## config.mk

```make
export PLATFORM = sky130hd
export DESIGN_NAME = jk_bank_arbiter
export DESIGN_NICKNAME = d
export VERILOG_FILES = /design/src/rtl/jk_pkg.sv /design/src/rtl/jk_ff_bank.sv /design/src/rtl/jk_bank_arbiter.sv
export SDC_FILE = /design/constraint.sdc
export NUM_CORES = 1
export LEC_CHECK = 0
export BUFFER_PORTS_ARGS = -buffer_cell sky130_fd_sc_hd__buf_2
export CORE_MARGIN = 1
export CORE_UTILIZATION = 40
export CTS_CLUSTER_SIZE = 20
export DETAILED_ROUTE_END_ITERATION = 12
export PLACE_DENSITY_LB_ADDON = 0.3
export SLEW_MARGIN = 20
export SYNTH_ARGS = -nofsm -noshare
export SYNTH_HDL_FRONTEND = slang
export SYNTH_SLANG_ARGS = --single-unit
```

## constraint.sdc

```tcl
create_clock -name clk -period 1.1 [get_ports clk]
set_input_delay 0.22 -clock clk [delete_from_list [all_inputs] [get_ports clk]]
set_output_delay 0.22 -clock clk [all_outputs]
set_load 0.1 [all_outputs]
```

## src/rtl/jk_pkg.sv

```systemverilog
// rtl/jk_pkg.sv - command/state encodings and JK decode shared by the JK bank arbiter
package jk_pkg;

  localparam logic [1:0] CMD_HOLD = 2'b00;
  localparam logic [1:0] CMD_RST  = 2'b01;
  localparam logic [1:0] CMD_SET  = 2'b10;
  localparam logic [1:0] CMD_TGL  = 2'b11;

  typedef enum logic [1:0] {
    IDLE  = 2'd0,
    GRANT = 2'd1,
    APPLY = 2'd2
  } arb_state_t;

  // Returns {J, K} for a command.
  function automatic logic [1:0] cmd_to_jk(input logic [1:0] c);
    logic [1:0] jk;
    jk = 2'b00;
    case (c)
      CMD_HOLD: jk = 2'b00;
      CMD_RST:  jk = 2'b01;
      CMD_SET:  jk = 2'b10;
      CMD_TGL:  jk = 2'b11;
      default:  jk = 2'b00;
    endcase
    return jk;
  endfunction

endpackage

```

## src/rtl/jk_ff_bank.sv

```systemverilog
// rtl/jk_ff_bank.sv - W independent JK flip-flops with per-bit enable, async reset to 0
module jk_ff_bank #(
  parameter int W = 8
) (
  input  logic         clk,
  input  logic         rst,
  input  logic [W-1:0] enable,
  input  logic [W-1:0] J,
  input  logic [W-1:0] K,
  output logic [W-1:0] Q
);

  always_ff @(posedge clk or posedge rst) begin
    if (rst) begin
      Q <= '0;
    end else begin
      for (int i = 0; i < W; i++) begin
        if (enable[i]) begin
          case ({J[i], K[i]})
            2'b01:   Q[i] <= 1'b0;
            2'b10:   Q[i] <= 1'b1;
            2'b11:   Q[i] <= ~Q[i];
            default: Q[i] <= Q[i];
          endcase
        end
      end
    end
  end

endmodule

```

## src/rtl/jk_bank_arbiter.sv

```systemverilog
// rtl/jk_bank_arbiter.sv - serialises requester JK commands onto a shared flip-flop bank
// JK_ARB_ROUNDROBIN_EN selects round-robin arbitration; otherwise fixed lowest-index priority.
module jk_bank_arbiter #(
  parameter int NREQ = 4,
  parameter int W    = 8
) (
  input  logic                clk,
  input  logic                rst,
  input  logic [NREQ-1:0]     req,
  input  logic [2*NREQ-1:0]   cmd,
  input  logic [W*NREQ-1:0]   mask,
  output logic [NREQ-1:0]     grant,
  output logic                busy,
  output logic [W-1:0]        Q
);

  import jk_pkg::*;

  localparam int IW = (NREQ > 1) ? $clog2(NREQ) : 1;

  arb_state_t      state, state_nxt;
  logic [IW-1:0]   sel_q, sel_nxt, pick;
  logic            any_elig;
  logic [NREQ-1:0] elig;
  logic [1:0]      hold_cmd;
  logic [W-1:0]    hold_mask;
  logic [W-1:0]    bank_en, bank_j, bank_k;
  logic [1:0]      jk;

`ifdef JK_ARB_ROUNDROBIN_EN
  logic [IW-1:0] ptr, ptr_nxt;

  // Descending scan so the requester closest to ptr is the last (winning) assignment.
  always_comb begin
    int idx;
    idx      = 0;
    elig     = req;
    if (state == APPLY) elig[sel_q] = 1'b0;
    any_elig = 1'b0;
    pick     = '0;
    for (int k = NREQ - 1; k >= 0; k--) begin
      idx = (int'(ptr) + k) % NREQ;
      if (elig[idx]) begin
        any_elig = 1'b1;
        pick     = IW'(idx);
      end
    end
    ptr_nxt = (int'(pick) == NREQ - 1) ? '0 : pick + IW'(1);
  end

  always_ff @(posedge clk or posedge rst) begin
    if (rst) begin
      ptr <= '0;
    end else if (state_nxt == GRANT) begin
      ptr <= ptr_nxt;
    end
  end
`else
  // Without rotation the just-served requester stays eligible, so a held req[0] wins every slot.
  always_comb begin
    elig     = req;
    any_elig = 1'b0;
    pick     = '0;
    for (int k = NREQ - 1; k >= 0; k--) begin
      if (elig[k]) begin
        any_elig = 1'b1;
        pick     = IW'(k);
      end
    end
  end
`endif

  always_comb begin
    state_nxt = state;
    sel_nxt   = sel_q;
    grant     = '0;
    busy      = (state != IDLE);
    bank_en   = '0;
    case (state)
      IDLE: begin
        if (any_elig) begin
          state_nxt = GRANT;
          sel_nxt   = pick;
        end
      end
      GRANT: begin
        grant     = NREQ'(1) << sel_q;
        state_nxt = APPLY;
      end
      APPLY: begin
        bank_en = hold_mask;
        if (any_elig) begin
          state_nxt = GRANT;
          sel_nxt   = pick;
        end else begin
          state_nxt = IDLE;
        end
      end
      default: state_nxt = IDLE;
    endcase
  end

  always_ff @(posedge clk or posedge rst) begin
    if (rst) begin
      state     <= IDLE;
      sel_q     <= '0;
      hold_cmd  <= '0;
      hold_mask <= '0;
    end else begin
      state <= state_nxt;
      sel_q <= sel_nxt;
      if (state == GRANT) begin
        hold_cmd  <= cmd[2*int'(sel_q) +: 2];
        hold_mask <= mask[W*int'(sel_q) +: W];
      end
    end
  end

  assign jk     = cmd_to_jk(hold_cmd);
  assign bank_j = {W{jk[1]}};
  assign bank_k = {W{jk[0]}};

  jk_ff_bank #(.W(W)) u_bank (
    .clk    (clk),
    .rst    (rst),
    .enable (bank_en),
    .J      (bank_j),
    .K      (bank_k),
    .Q      (Q)
  );

endmodule

```

==> summary.md, run 1 <==
| Metric | Value |
|---|---|
| Least-Margin Pin Slew | `278 ps` |
| Sequential area share after synthesis | `0.463` |
| Final WS setup | `-472 ps` |
| Antenna cell count | `0` |
| Share of cells above drive strength 1 | `0.607` |
| Synthesized area | `1190 um2` |
| Hold Crit Class | `input port to flop` |
| Drt drc | `0` |
| Hold Path End | `state[0]$_DFFE_PP0P_` |
| Synth Instances | `111` |
| Sequential share of power | `0.279` |
| Max clock buf depth | `2` |
| Worst Path Max Fanout | `5` |
| Total CTS buffers | `3` |
| Clk_lat worst skew | `300 ps` |
| Crit Path Class | `flop to primary output` |
| Via count | `1137` |
| Congestion Overflow GR | `0` |
| Placer Congestion | `0.723` |
| Worst path required time | `880 ps` |
| Initial Utilization | `0.428` |
| Antenna viol nets, final | `0` |
| Commonest non-fill, non-tap cell in the layout | `buf_2` |
| Period Utilization, post-route | `1.43` |
| WL final | `2880 um` |
| CTS Root Buffer Type | `clkbuf_4` |
| P_sw | `2.79 mW` |
| Core area | `2780 um2` |
| P_leak | `0.935 nW` |
| Max-cap viol count | `0` |
| Worst path arrival time | `1350 ps` |
| Vias per cell | `5.31` |
| Port bufs | `58` |
| Max Slew Vio Count | `0` |
| Setup crit end kind | `primary output` |
| DR top layer | `met4` |
| Syn Nets | `157` |
| Failing checks | `negative setup slack` |
| Comb power frac | `0.645` |
| Die Span Y | `56.5 um` |
| #FFs+latches synth | `22` |
| Met2 WL post-DR | `1540 um` |
| Clock sink count | `22` |
| Synth unique cells | `20` |
| Setup TNS | `-4220 ps` |
| CTS tree | `yes` |
| Site Rows | `19` |
| Number of I/O pins | `59` |
| Hpwl dp | `2210 um` |
| Die area | `3200 um2` |
| Placed instance area | `1730 um2` |
| Clock share of power | `0.076` |
| Max Freq | `0.636 GHz` |
| Pin count of the biggest net entering global routing | `23` |
| Relative slew slack | `0.815` |
| M1 wire length | `1180 um` |
| PD cells | `2980 nW/um2` |
| Avg Cell Area, Syn | `10.7 um2` |
| Starting DRT DRC Count | `26` |
| 1st-pass router iterations | `4` |
| H-tree Lvls | `1` |
| Int Pwr | `2.94 mW` |
| Synth warnings | `0` |
| IR drop worst, VDD | `0.00302 V` |
| Final setup violating endpoints | `31` |
| Sw frac | `0.487` |
| Die W | `56.5 um` |
| Fin crit period | `1570 ps` |
| Fin. Hold Viols | `0` |
| Reg2reg end | `u_bank.Q[4]$_DFFE_PP0P_` |
| Crit path launch type | `flop` |
| Wire length on met3 | `146 um` |
| GRT Total Usage | `0.182` |
| First-pass GRT wire length | `4580 um` |
| Reg2reg start | `state[0]$_DFFE_PP0P_` |
| Design area | `1920 um2` |
| Register-to-Register Path Depth | `4` |
| Hold_sp | `req[3]` |
| Critical Path Start | `state[1]$_DFFE_PP0P_` |
| Area delta synth->final | `61.2%` |
| Setup Skew | `2.21 ps` |
| Initial antenna violation count | `0` |
| Reg2reg setup slack | `-170 ps` |
| Status | `finished with violations` |
| Final nets | `230` |
| Avg WL per Cell | `13.4 um` |
| Most frequent cells in the layout | `buf_2 (45), mux2i_1 (20), dfrtp_1 (13), buf_12 (12), buf_4 (12)` |
| Clk pin slew, worst setup/hold paths | `120 ps` |
| Hold Path Depth | `3` |
| Unrepaired setup endpoints after global routing | `true` |
| Vias in the first global route | `1042` |
-- worst max path at each step --
stage | end | slack, ps | depth (start not counted)
2_1_floorplan | grant[1] | -390 | 5
3_3_place_gp | busy | -140 | 2
4_1_cts | grant[1] | -460 | 5
3_5_place_dp | busy | -150 | 2
5_1_grt | grant[1] | -530 | 5
6_report | grant[1] | -470 | 5
-- cell type report --
type | count | area (um2)
Clock buffer | 4 | 36.3
Fill cell | 198 | 863
Inverter | 4 | 20.0
Multi-Input combinational cell | 76 | 617
Sequential cell | 22 | 562
Tap cell | 31 | 38.8
Timing Repair Buffer | 77 | 644
-- per-layer routing --
metal	vias to the layer above	GRT usage
met4	0	0.0314
met1	536	0.233
met5	-	0
li1	554	-
met2	45	0.323
met3	2	0.0323
-- worst max-delay path, stage by stage (launching register included) --
cell and delay, ps:
dfrtp_1 440, nand2b_4 170, clkinv_4 60, nand2b_4 80
nor2_4 120, buf_12 180
-- power groups by stage --
stage / registers [mW] / clock network (mW) / logic (mW)
floorplan: 2.55 / 0 / 1.26
global placement: 1.60 / 0 / 3.25
detailed placement: 1.63 / 0 / 3.30
CTS: 1.57 / 0.443 / 3.61
global route: 1.64 / 0.483 / 3.87
finish: 1.60 / 0.438 / 3.69
-- state kept, by name, indices dropped and copies added (netlist names) --
register / flops
hold_cmd: 2
hold_mask: 8
sel_q: 2
u_bank.Q: 8
state: 2
-- logic make-up (layout without fill, tap and decap cells) --
family	Yosys count	count (layout)	synth area share
AO/OA/AOI/OAI	30	30	0.178
AND/OR/NAND/NOR	26	26	0.111
flip-flops	22	22	0.463
multiplexers	20	20	0.168
buffers and inverters	13	85	0.0799
-- Yosys cell counts, drive strengths merged --
| cell type | instances | area (um2) |
|---|---|---|
| a21oi | 9 | 45.0 |
| a31oi | 8 | 50.1 |
| a41oi | 1 | 8.76 |
| and2b | 1 | 8.76 |
| and3b | 2 | 17.5 |
| buf | 7 | 71.3 |
| clkbuf | 2 | 7.51 |
| clkinv | 1 | 5.00 |
| dfrtp | 22 | 551 |
| inv | 3 | 11.3 |
| mux2i | 20 | 200 |
| nand2 | 11 | 43.8 |
| nand2b | 2 | 22.5 |
| nor2 | 9 | 33.8 |
| o221ai | 10 | 87.6 |
| o22a | 2 | 20.0 |
| or2 | 1 | 6.26 |
-- per-stage QoR --
step,hold WS (ps),instances,utilization,power [mW],setup slack [ps]
finish,222,214,0.690,5.73,-472
global route,232,214,0.690,6.00,-530
CTS,227,213,0.672,5.62,-464
detailed placement,267,199,0.623,4.93,-153
global placement,263,199,0.623,4.85,-139
floorplan,209,111,-,3.80,-388
-- timing repair --
action,CTS,global route
hold buffers,1,0
resized for setup,7,13
buffers inserted,9,2
hold endpoints to repair,22,0
endpoints found under the setup margin,30,31
pin swaps,4,8
(Power assumes the default switching activity.)
==> inputs of run 2 (changes only) <==
PLACE_DENSITY = 0.76   (was unset)
PLACE_DENSITY_LB_ADDON = unset   (was 0.3)
==> run 2 against run 1 <==
Compared with the run above:
- the run still ends with negative setup slack left
- combinational power rose by 9.8%
- core utilization rose by 3.9 points
- sequential power barely moved
- via count rose by 4.0%
- global-route usage rose by 5.1 points
- worst setup slack improved by 40 ps
- die area did not move
- final cell count rose by 1.9%
- clock-buffer cell count did not move
- largest power group unchanged
==> summary.md, run 2 (synthesis gave the netlist of run 1 again) <==
| Metric | Value |
|---|---|
| Status | `finished with violations` |
| Failing checks | `negative setup slack` |
| Share of cells above drive strength 1 | `0.647` |
| Die Span Y | `56.5 um` |
| Design area | `2030 um2` |
| Hpwl dp | `2560 um` |
| Reg2reg setup slack | `-180 ps` |
| Most frequent cells in the layout | `buf_2 (45), buf_4 (16), mux2i_1 (15), dfrtp_1 (14), buf_12 (14)` |
| Drt drc | `0` |
| Final nets | `234` |
| GRT Total Usage | `0.233` |
| Worst Path Max Fanout | `3` |
| Via count | `1182` |
| Vias per cell | `5.42` |
| Fin. Hold Viols | `0` |
| Register-to-Register Path Depth | `5` |
| Fin util | `0.728` |
| Initial Utilization | `0.428` |
| Setup Skew | `5.42 ps` |
| Die area | `3200 um2` |
| CP max-delay cell | `dfrtp_1` |
| CTS tree | `yes` |
| Slowest stage delay, CP | `410 ps` |
| Setup TNS | `-4570 ps` |
| Vias in the first global route | `1280` |
| Max Slew Vio Count | `0` |
| Top flop regs | `hold_mask x8, u_bank.Q x8` |
| Site Rows | `19` |
| Crit Path Class | `flop to primary output` |
| Port bufs | `58` |
| Fin crit period | `1530 ps` |
| Unrepaired setup endpoints after global routing | `true` |
| Max Freq | `0.653 GHz` |
| Antenna viol nets, final | `0` |
| Antenna cell count | `0` |
| Worst path required time | `880 ps` |
| Place WS | `-154 ps` |
| Congestion Overflow GR | `0` |
| Crit path launch type | `flop` |
| Clock sink count | `22` |
| Clk_lat worst skew | `300 ps` |
| Avg WL per Cell | `16.3 um` |
| Core area | `2780 um2` |
| Reg2reg end | `u_bank.Q[5]$_DFFE_PP0P_` |
| Fill count | `204` |
| Crit path max-delay family | `flip-flops` |
| Number of I/O pins | `59` |
| Placed instance area | `1740 um2` |
| WL final | `3560 um` |
| Relative slew slack | `0.813` |
| Setup crit end kind | `primary output` |
| Reg2reg start | `state[1]$_DFFE_PP0P_` |
| Final setup violating endpoints | `31` |
| Max-cap viol count | `0` |
| Crit-path cells | `nand2b_4 > clkinv_4 > nand2_4 > nor2_4 > buf_12` |
| PD cells | `2970 nW/um2` |
| H-tree Lvls | `1` |
| Least-Margin Pin Slew | `280 ps` |
| Die W | `56.5 um` |
| Max clock buf depth | `2` |
| P_leak | `0.960 nW` |
| Buf/Inv on CP | `2` |
| Placer Congestion | `0.742` |
| Initial antenna violation count | `0` |
| IR drop worst, VDD | `0.00312 V` |
| Clk pin slew, worst setup/hold paths | `120 ps` |
| Starting DRT DRC Count | `14` |
| Hold Crit Class | `input port to flop` |
| 1st-pass router iterations | `4` |
| Final WS setup | `-432 ps` |
| Total CTS buffers | `3` |
| Commonest non-fill, non-tap cell in the layout | `buf_2` |
| Hold Path Depth | `3` |
| First-pass GRT wire length | `5680 um` |
| CTS Root Buffer Type | `clkbuf_4` |
| Area delta synth->final | `70.2%` |
| Pin count of the biggest net entering global routing | `23` |
| Worst path arrival time | `1310 ps` |
| Period Utilization, post-route | `1.39` |
| Hold_sp | `req[3]` |
| Hold Path End | `state[0]$_DFFE_PP0P_` |
## run 2: changes by cell type in the layout (fill, tap and decap cells not counted), sizes merged
cell and change:
buf +3, clkbuf +1
## run 2: layer usage
layer	part of all wire	global-route usage
met5	0	0
met4	0.0076	0.0697
met3	0.045	0.0346
met2	0.59	0.476
met1	0.36	0.236
## run 2: worst register-to-register path: cells and delay by family, from the launching register on
kind	cells	cell delay, ps
AOI/OAI and AO/OA	2	210
buffers and inverters	2	270
DFF	1	410
and+or+nand+nor	1	270
## run 2: worst max-delay path by stage
stage / from / to / cells after the start
finish: state[1]$_DFFE_PP0P_ / grant[2] / 5
global route: state[1]$_DFFE_PP0P_ / grant[2] / 5
CTS: state[1]$_DFFE_PP0P_ / grant[0] / 5
detailed placement: state[1]$_DFFE_PP0P_ / grant[3] / 5
global placement: state[0]$_DFFE_PP0P_ / busy / 2
floorplan: state[1]$_DFFE_PP0P_ / grant[1] / 5
## run 2: cell type report
cell class | instances | area (um2) | area share
inverters | 4 | 20.0 | 0.00988
multi-input cells | 76 | 674 | 0.333
clock buffers | 4 | 26.3 | 0.0130
repair buffers | 81 | 706 | 0.348
well taps | 31 | 38.8 | 0.0191
flip-flops and latches | 22 | 561 | 0.277
## run 2: what timing repair did
action,4_1_cts,5_1_grt
pin swaps,13,4
setup buffers,13,2
endpoints found under the hold margin,22,0
endpoints found under the setup margin,31,31
cloned,0,1
hold buffers,1,0
resized for setup,15,13
## run 2: stage by stage
step	power, mW	hold slack, ps	cells
detailed placement	5.00	275	198
finish	6.02	206	218
floorplan	3.80	209	111
global placement	4.88	262	198
global route	6.29	229	218
CTS	5.79	209	216
## run 2: report_power, final
part           internal, mW  leakage [nW]  total [mW]  switching [mW]
registers              1.20         0.256        1.60           0.396
clock network         0.141        0.0150       0.375           0.234
logic                  1.73         0.690        4.05            2.32
total                  3.07         0.960        6.02            2.95
